$ cat config.mk
export PLATFORM = sky130hd
export DESIGN_NAME = filter_param_ctrl
export DESIGN_NICKNAME = d
export VERILOG_FILES = /design/src/rtl/filter_param_ctrl.sv
export SDC_FILE = /design/constraint.sdc
export NUM_CORES = 1
export LEC_CHECK = 0
export CORE_MARGIN = 2
export CORE_UTILIZATION = 62
export CTS_BUF_LIST = sky130_fd_sc_hd__clkbuf_16
export DETAILED_ROUTE_END_ITERATION = 8
export PLACE_DENSITY = 0.89
export SLEW_MARGIN = 20
export SYNTH_ARGS = -nofsm -noshare
export SYNTH_HDL_FRONTEND = slang
export SYNTH_SLANG_ARGS = --single-unit
$ cat constraint.sdc
create_clock -name clk -period 5.6 [get_ports clk]
set_input_delay 0.84 -clock clk [delete_from_list [all_inputs] [get_ports clk]]
set_output_delay 0.84 -clock clk [all_outputs]
set_load 0.01 [all_outputs]
$ cat src/rtl/filter_param_ctrl.sv
// SID filter register front end: shadow registers for $15-$18, committed
// to the live filter controls on sample ticks with fc/vol slew limiting.
//
// Ports:
//   clk, rst_n        clock, synchronous active-low reset
//   reg_we/addr/wdata register write port (0=FC_LO 1=FC_HI 2=RES_FILT 3=MODE_VOL)
//   sample_tick       1-cycle pulse aligned with filter sample_valid
//   fc,res,filt,mode,vol  live filter controls (registered)
//   busy              fc or vol still slewing toward target
//   commit            1-cycle pulse when any live output changed
module filter_param_ctrl #(
  parameter int FC_SLEW      = 16,
  parameter int VOL_SLEW_DIV = 4
) (
  input  logic        clk,
  input  logic        rst_n,
  input  logic        reg_we,
  input  logic [1:0]  reg_addr,
  input  logic [7:0]  reg_wdata,
  input  logic        sample_tick,
  output logic [10:0] fc,
  output logic [3:0]  res,
  output logic [3:0]  filt,
  output logic [3:0]  mode,
  output logic [3:0]  vol,
  output logic        busy,
  output logic        commit
);

  typedef enum logic {
    SETTLED = 1'b0,
    SLEWING = 1'b1
  } state_t;

  localparam logic [11:0] SLEW   = 12'(FC_SLEW);
  localparam logic [10:0] STEP   = 11'(FC_SLEW);
  localparam logic [3:0]  VD_MAX = 4'(VOL_SLEW_DIV - 1);

  state_t      state;
  state_t      st_nx;

  logic [10:0] tgt_fc;
  logic [3:0]  sh_res;
  logic [3:0]  sh_filt;
  logic [3:0]  sh_mode;
  logic [3:0]  tgt_vol;
  logic [3:0]  vdiv;

  logic signed [11:0] d;
  logic [11:0] mag;
  logic [10:0] fc_nx;
  logic [3:0]  vol_nx;
  logic [3:0]  vdiv_nx;
  logic        changed;

  // Stepping toward an in-range target by at most |d| keeps fc in 0..2047.
  always_comb begin
    d     = $signed({1'b0, tgt_fc}) - $signed({1'b0, fc});
    mag   = d[11] ? 12'(-d) : 12'(d);
    fc_nx = tgt_fc;
    if (mag > SLEW) begin
      fc_nx = d[11] ? (fc - STEP) : (fc + STEP);
    end
  end

  // vdiv only counts while unsettled; vol moves one LSB per VOL_SLEW_DIV ticks.
  always_comb begin
    vol_nx  = vol;
    vdiv_nx = 4'd0;
    if (vol != tgt_vol) begin
      if (vdiv == VD_MAX) begin
        vol_nx = (vol > tgt_vol) ? (vol - 4'd1) : (vol + 4'd1);
      end else begin
        vdiv_nx = vdiv + 4'd1;
      end
    end
  end

  always_comb begin
    st_nx   = ((fc_nx != tgt_fc) || (vol_nx != tgt_vol)) ? SLEWING : SETTLED;
    changed = (fc_nx != fc) || (vol_nx != vol) ||
              (sh_res != res) || (sh_filt != filt) ||
              (sh_mode != mode);
  end

  always_ff @(posedge clk) begin
    if (!rst_n) begin
      state   <= SETTLED;
      tgt_fc  <= '0;
      sh_res  <= '0;
      sh_filt <= '0;
      sh_mode <= '0;
      tgt_vol <= '0;
      vdiv    <= '0;
      fc      <= '0;
      res     <= '0;
      filt    <= '0;
      mode    <= '0;
      vol     <= '0;
      busy    <= 1'b0;
      commit  <= 1'b0;
    end else begin
      commit <= 1'b0;
      // Tick reads the pre-write shadows; a same-edge write lands next tick.
      if (sample_tick) begin
        fc     <= fc_nx;
        vol    <= vol_nx;
        vdiv   <= vdiv_nx;
        res    <= sh_res;
        filt   <= sh_filt;
        mode   <= sh_mode;
        state  <= st_nx;
        busy   <= (st_nx == SLEWING);
        commit <= changed;
      end
      if (reg_we) begin
        unique case (reg_addr)
          2'd0: tgt_fc[2:0]  <= reg_wdata[2:0];
          2'd1: tgt_fc[10:3] <= reg_wdata;
          2'd2: begin
            sh_res  <= reg_wdata[7:4];
            sh_filt <= reg_wdata[3:0];
          end
          2'd3: begin
            sh_mode <= reg_wdata[7:4];
            tgt_vol <= reg_wdata[3:0];
          end
          default: ;
        endcase
      end
    end
  end

endmodule

==> impl_metrics.env, run 1 <==
export IMPL_status="completed"
export IMPL_yosys_area_top_type="dfxtp_1"
export IMPL_hpwlAfterDp_um=6910
export IMPL_dieArea_um2=7220
export IMPL_vias=3469
export IMPL_finalCriticalPeriod_ns=4.29
export IMPL_power_density_nw_per_um2=415
export IMPL_syn_num_nets=498
export IMPL_firstDrtPassIters=4
export IMPL_synth_ff_type="dfxtp_1"
export IMPL_fin_nets=536
export IMPL_die_x_um=85.0
export IMPL_num_io_pins=43
export IMPL_n_antenna_cell=0
export IMPL_power_clock_fraction=0.236
export IMPL_synthCells=457
export IMPL_worstMarginPinSlew_ns=1.01
export IMPL_synth_cell_area_um2=4060
export IMPL_clockBufferDepth=2
export IMPL_cts_sink_count=60
export IMPL_detail_route_antenna_nets=0
export IMPL_startpoint_type="flip-flop"
export IMPL_setup_viol=0
export IMPL_area_delta_synth_final_pct=17.4
export IMPL_synth_cell_type_count=59
export IMPL_rows=29
export IMPL_path_clk_slew_ns=0.05
export IMPL_utilization=0.751
export IMPL_ys_warnings_count=0
export IMPL_reg_top3="fc: 11 flops, tgt_fc: 11 flops"
export IMPL_grt_max_degree=70
export IMPL_initial_core_util=0.640
export IMPL_cts_tree="built"
export IMPL_switching_share=0.395
export IMPL_cts_root_buf="clkbuf_16"
export IMPL_pwr_share_comb=0.505
export IMPL_max_vdd_ir_drop_uv=450
export IMPL_synth_compound_area_frac=0.154
export IMPL_synthArstFlopShare=0
export IMPL_cts_resized=0
export IMPL_cp_required_ns=5.81
export IMPL_io_buffers=42
export IMPL_remaining_drc_errors=0
export IMPL_synth_xor_area_frac=0.108
export IMPL_maxCapViolCount=0
export IMPL_grtUsageTotal=0.281
export IMPL_worstSkewPairLatency_ns=0.33
export IMPL_cp_data_arrival_time_ns=4.49
export IMPL_avgViaCountPerCell=6.03
export IMPL_cts_setup_buffers=0
export IMPL_p_leak_nw=2.10
export IMPL_yosys_area_share_simple=0.207
export IMPL_die_y_um=85.0
export IMPL_slew_headroom=0.327
export IMPL_yosys_top_cells_area="dfxtp_1 30%, mux2i_1 11%, ha_1 7.4%"
export IMPL_synth_edf_count=0
export IMPL_grt_first_pass_wirelength_um=16200
export IMPL_overflow=0
export IMPL_muxShareOfSynthArea=0.109
export IMPL_cp_max_fo=7
export IMPL_fin_skew_ns=0.00721
export IMPL_h_tree_depth=3
export IMPL_synth_seq_area_share=0.296
export IMPL_core_area_um2=6350
export IMPL_tns_ns=0
export IMPL_ys_seq_elements=60
export IMPL_postCtsHoldBufs=0
export IMPL_cts_made_buffers=9
export IMPL_finalCritPeriodShare=0.765
export IMPL_drtIter0Drc=278
export IMPL_synthAdderAreaFrac=0.0887
export IMPL_drive_gt1_frac=0.0502
export IMPL_p_switching_mw=0.782
export IMPL_wl_per_cell_um=17.1
export IMPL_critPathCaptureType="flip-flop"
export IMPL_n_fill_cell=418
export IMPL_hp_class="reg2reg"
export IMPL_path_class="reg2reg"
export IMPL_syn_avg_cell_area_um2=8.89
export IMPL_report_final_slew_viol_count=0
export IMPL_gp_congestion=0.993
export IMPL_intPower_mw=1.20
export IMPL_p_seq_frac=0.259
export IMPL_first_global_vias=3451
export IMPL_hold_viol=0
export IMPL_rsz0062_at_grt="false"
export IMPL_wirelength_um=9830
export IMPL_synth_top_area_frac=0.296
export IMPL_synth_top_family_by_area="simple AND/OR/NAND/NOR gates"
export IMPL_max_freq_ghz=0.233
export IMPL_antenna_found_initial=0
[cell type report]
class | count | area, um^2 | area share
Multi-Input combinational cell | 356 | 2710 | 0.568
Timing Repair Buffer | 43 | 423 | 0.0887
Inverter | 25 | 93.8 | 0.0197
Sequential cell | 60 | 1200 | 0.252
Clock inverter | 5 | 22.5 | 0.00472
Tap cell | 77 | 96.3 | 0.0202
Clock buffer | 9 | 225 | 0.0472
[through the flow]
step	power, mW	std cells	hold slack [ns]	setup WS [ns]	cell area, um^2
after global routing	2.10	575	0.536	0.981	4770
after detailed placement	1.49	561	0.492	1.45	4520
after floorplan	1.26	457	0.463	1.79	4060
after CTS	1.97	575	0.501	1.34	4770
after global placement	1.45	561	0.479	1.63	4520
final	1.98	575	0.496	1.31	4770
[path summary, 6_finish.rpt]
kind                              from              endpoint  slack [ns]  cells past startpoint
setup / recovery    fc[4]$_SDFFE_PN0P_     busy$_SDFFE_PN0P_        1.31                     15
hold / removal    vdiv[1]$_SDFFE_PN0P_  vdiv[1]$_SDFFE_PN0P_        0.50                      2
setup reg to reg    fc[4]$_SDFFE_PN0P_     busy$_SDFFE_PN0P_        1.31                     15
hold reg to reg   vdiv[1]$_SDFFE_PN0P_  vdiv[1]$_SDFFE_PN0P_        0.50                      2
[metal layers]
layer  track usage  wire (um)
met5             0          0
met4         0.127        258
met3        0.0496        558
met2         0.475       4790
met1         0.349       4220
[logic make-up (layout without fill, tap and decap cells)]
| logic type | Yosys count | in the layout |
|---|---|---|
| compound gates | 87 | 87 |
| buf+inv | 41 | 82 |
| mux | 44 | 44 |
| xor+xnor | 47 | 47 |
| flops | 60 | 60 |
| simple gates | 151 | 151 |
| fa+ha+maj | 27 | 27 |
[cell usage in the layout, fill, tap and decap left out, drive strengths merged, types with 4 or more instances in the layout]
cell / count
a211oi: 4
a21o: 5
a21oi: 15
a31oi: 4
clkbuf: 9
clkdlybuf4s50: 41
clkinv: 5
dfxtp: 60
ha: 24
inv: 25
mux2i: 43
nand2: 27
nand3: 12
nor2: 19
nor2b: 46
nor3: 7
nor3b: 5
nor4: 8
o211a: 4
o211ai: 7
o21a: 6
o21ai: 18
o311a: 4
or2: 4
xnor2: 16
xor2: 29
[critical path, stage by stage (launching register included)]
cell	delay [ns]
dfxtp_1	0.47
inv_1	0.09
ha_1	0.38
o211a_1	0.19
o21a_1	0.17
o211ai_1	0.16
o21ai_2	0.31
inv_1	0.21
fa_1	0.44
a21o_1	0.19
a21oi_1	0.24
o21ai_0	0.21
xnor3_1	0.37
or4_1	0.56
o21ai_0	0.11
a31oi_1	0.10
[synthesized netlist by cell type (4+ instances only)]
cell	number
dfxtp_1	60
nor2b_1	46
mux2i_1	43
xor2_1	29
nand2_1	27
ha_1	24
inv_1	24
nor2_1	19
o21ai_0	17
xnor2_1	16
a21oi_1	15
clkbuf_1	14
nand3_1	12
nor4_1	8
o211ai_1	7
nor3_1	6
o21a_1	6
a21o_1	5
nor3b_1	5
a31oi_1	4
o211a_1	4
o311a_1	4
[power by group through the flow]
stage                     clock network (mW)  registers [mW]  logic [mW]
after floorplan                            0           0.515       0.742
after global placement                     0           0.517       0.937
after detailed placement                   0           0.518       0.968
after CTS                              0.472           0.510       0.986
after global routing                   0.487           0.515        1.10
final                                  0.468           0.512        1.00
No activity file was read; power rests on OpenSTA's default activity.
==> run 2: changes to the inputs <==
--- a/config.mk
+++ b/config.mk
@@ -6,10 +6,10 @@
 export NUM_CORES = 1
 export LEC_CHECK = 0
 export CORE_MARGIN = 2
-export CORE_UTILIZATION = 62
+export CORE_UTILIZATION = 57
 export CTS_BUF_LIST = sky130_fd_sc_hd__clkbuf_16
 export DETAILED_ROUTE_END_ITERATION = 8
-export PLACE_DENSITY = 0.89
+export PLACE_DENSITY = 0.83
 export SLEW_MARGIN = 20
 export SYNTH_ARGS = -nofsm -noshare
 export SYNTH_HDL_FRONTEND = slang
==> constraint.sdc (replaced) <==
create_clock -name clk -period 4.2 [get_ports clk]
set_input_delay 0.63 -clock clk [delete_from_list [all_inputs] [get_ports clk]]
set_output_delay 0.63 -clock clk [all_outputs]
set_load 0.01 [all_outputs]
==> run 2 against run 1 <==
  * Clock skew is 0.00085 ns lower
  * Global-route usage is 2.3 points lower
  * Clock power is 53% higher
  * Fmax is 8.5% higher
==> impl_metrics.env, run 2 (synthesis gave the netlist of run 1 again) <==
export IMPL_status="completed"
export IMPL_met3_length_um=534
export IMPL_rows=30
export IMPL_io_buffers=42
export IMPL_finalCriticalPeriod_ns=3.95
export IMPL_clockBufferDepth=2
export IMPL_fin_skew_ns=0.00637
export IMPL_rr_worst_depth=15
export IMPL_grt_first_pass_wirelength_um=15600
export IMPL_finalCritPeriodShare=0.940
export IMPL_overflow=0
export IMPL_wl_met2_um=4710
export IMPL_cp_endpoint="busy$_SDFFE_PN0P_"
export IMPL_placedCellCount=582
export IMPL_gp_congestion=0.899
export IMPL_cp_startpoint="fc[3]$_SDFFE_PN0P_"
export IMPL_final_common_cell="dfxtp_1"
export IMPL_critPathCaptureType="flip-flop"
export IMPL_postCtsHoldBufs=0
export IMPL_worstMarginPinSlew_ns=1.02
export IMPL_hpwlAfterDp_um=6890
export IMPL_final_seq_area_um2=1200
export IMPL_firstDrtPassIters=5
export IMPL_hp_class="reg2reg"
export IMPL_initial_core_util=0.595
export IMPL_max_freq_ghz=0.253
export IMPL_maxCapViolCount=0
export IMPL_met1_length_um=4410
export IMPL_final_cell_mix="60 x dfxtp_1, 46 x nor2b_1, 43 x mux2i_1"
export IMPL_grt_max_degree=70
export IMPL_highest_layer="met4"
export IMPL_detail_route_antenna_nets=0
export IMPL_antenna_found_initial=0
export IMPL_drtIter0Drc=255
export IMPL_path_clk_slew_ns=0.06
export IMPL_multi_input_area_um2=2710
export IMPL_place_area_um2=4560
export IMPL_n_antenna_cell=0
export IMPL_r2r_end="busy$_SDFFE_PN0P_"
export IMPL_remaining_drc_errors=0
export IMPL_max_vdd_ir_drop_uv=335
export IMPL_die_y_um=88.4
export IMPL_hold_viol=0
export IMPL_path_class="reg2reg"
export IMPL_vias=3448
export IMPL_cts_tree="built"
export IMPL_n_fill_cell=527
export IMPL_cts_root_buf="clkbuf_16"
export IMPL_setup_viol=0
export IMPL_report_final_slew_viol_count=0
export IMPL_wirelength_um=9800
export IMPL_r2r_slack_ns=0.25
export IMPL_reg_top3="fc: 11 flops, tgt_fc: 11 flops"
export IMPL_finalNonFillerCells=599
export IMPL_dieArea_um2=7820
export IMPL_p_leak_nw=2.13
export IMPL_wl_per_cell_um=16.4
export IMPL_fin_nets=540
export IMPL_tns_ns=0
export IMPL_r2r_start="fc[3]$_SDFFE_PN0P_"
export IMPL_cp_data_arrival_time_ns=4.14
export IMPL_grtUsageTotal=0.258
export IMPL_rsz0062_at_grt="false"
export IMPL_final_area_um2=4870
export IMPL_drive_gt1_frac=0.0656
export IMPL_cts_sink_count=60
export IMPL_slew_headroom=0.323
export IMPL_first_global_vias=3288
export IMPL_num_io_pins=43
export IMPL_cp_max_fo=6
export IMPL_startpoint_type="flip-flop"
export IMPL_core_area_um2=6830
export IMPL_cts_made_buffers=9
export IMPL_hold_start="tgt_fc[0]$_SDFFE_PN0P_"
export IMPL_worstSkewPairLatency_ns=0.33
export IMPL_h_tree_depth=3
export IMPL_area_delta_synth_final_pct=19.9
export IMPL_avgViaCountPerCell=5.76
export IMPL_cp_required_ns=4.40
export IMPL_die_x_um=88.4
export IMPL_power_density_nw_per_um2=568
-- run 2: routing by layer --
metal	GRT usage	up-vias
met4	0.0826	0
met1	0.334	1634
li1	-	1709
met3	0.0504	13
met5	0	-
met2	0.435	92
-- run 2: worst max-delay path: stages (launching register included) --
cell,delay [ns]
dfxtp_1,0.37
inv_1,0.06
ha_1,0.38
o211a_1,0.19
o21a_1,0.19
o211ai_1,0.17
o21ai_2,0.25
inv_1,0.17
fa_1,0.45
a21o_1,0.17
a21oi_1,0.22
o21ai_1,0.16
xnor3_1,0.34
or4_1,0.52
o21ai_0,0.08
a31oi_1,0.10
-- run 2: worst min path at each step --
stage | endpoint | cells past startpoint | slack, ns
global placement | fc[0]$_SDFFE_PN0P_ | 2 | 0.48
detailed placement | fc[0]$_SDFFE_PN0P_ | 2 | 0.48
finish | fc[0]$_SDFFE_PN0P_ | 2 | 0.49
CTS | fc[0]$_SDFFE_PN0P_ | 2 | 0.49
floorplan | vdiv[2]$_SDFFE_PN0P_ | 2 | 0.46
global route | fc[0]$_SDFFE_PN0P_ | 2 | 0.51
-- run 2: layout make-up --
| cell class | instances | area share |
|---|---|---|
| inverters | 25 | 0.0193 |
| repair buffers | 47 | 0.0930 |
| clock buffers | 9 | 0.0462 |
| multi-input cells | 356 | 0.557 |
| flip-flops and latches | 60 | 0.247 |
| well taps | 96 | 0.0247 |
| clock inverters | 6 | 0.0136 |
-- run 2: what timing repair did --
| action | 4_1_cts | 5_1_grt |
|---|---|---|
| buffers inserted | 0 | 2 |
| resized for setup | 0 | 2 |
| setup endpoints to repair | 0 | 1 |
-- run 2: through the flow --
stage / power [mW] / utilization / worst slack [ns] / hold WS [ns]
final: 2.77 / 0.713 / 0.252 / 0.489
after global routing: 2.93 / 0.713 / 0.0155 / 0.511
after CTS: 2.73 / 0.710 / 0.0903 / 0.489
after detailed placement: 2.00 / 0.668 / 0.112 / 0.482
after global placement: 1.97 / 0.668 / 0.316 / 0.480
after floorplan: 1.68 / - / 0.387 / 0.463
-- run 2: where the power goes --
group	switching, mW	internal (mW)	total (mW)
logic	0.738	0.635	1.37
registers	0.0653	0.613	0.678
clock network	0.262	0.455	0.717
total	1.07	1.70	2.77
==> run 3: changes to the inputs <==
--- a/config.mk
+++ b/config.mk
@@ -5,10 +5,12 @@
 export SDC_FILE = /design/constraint.sdc
 export NUM_CORES = 1
 export LEC_CHECK = 0
+export CAP_MARGIN = 5
 export CORE_MARGIN = 2
 export CORE_UTILIZATION = 57
 export CTS_BUF_LIST = sky130_fd_sc_hd__clkbuf_16
 export DETAILED_ROUTE_END_ITERATION = 8
+export HOLD_SLACK_MARGIN = 0.06
 export PLACE_DENSITY = 0.83
 export SLEW_MARGIN = 20
 export SYNTH_ARGS = -nofsm -noshare
==> results of run 3 <==
Final layout, timing and power as in run 2 (identical DEF).
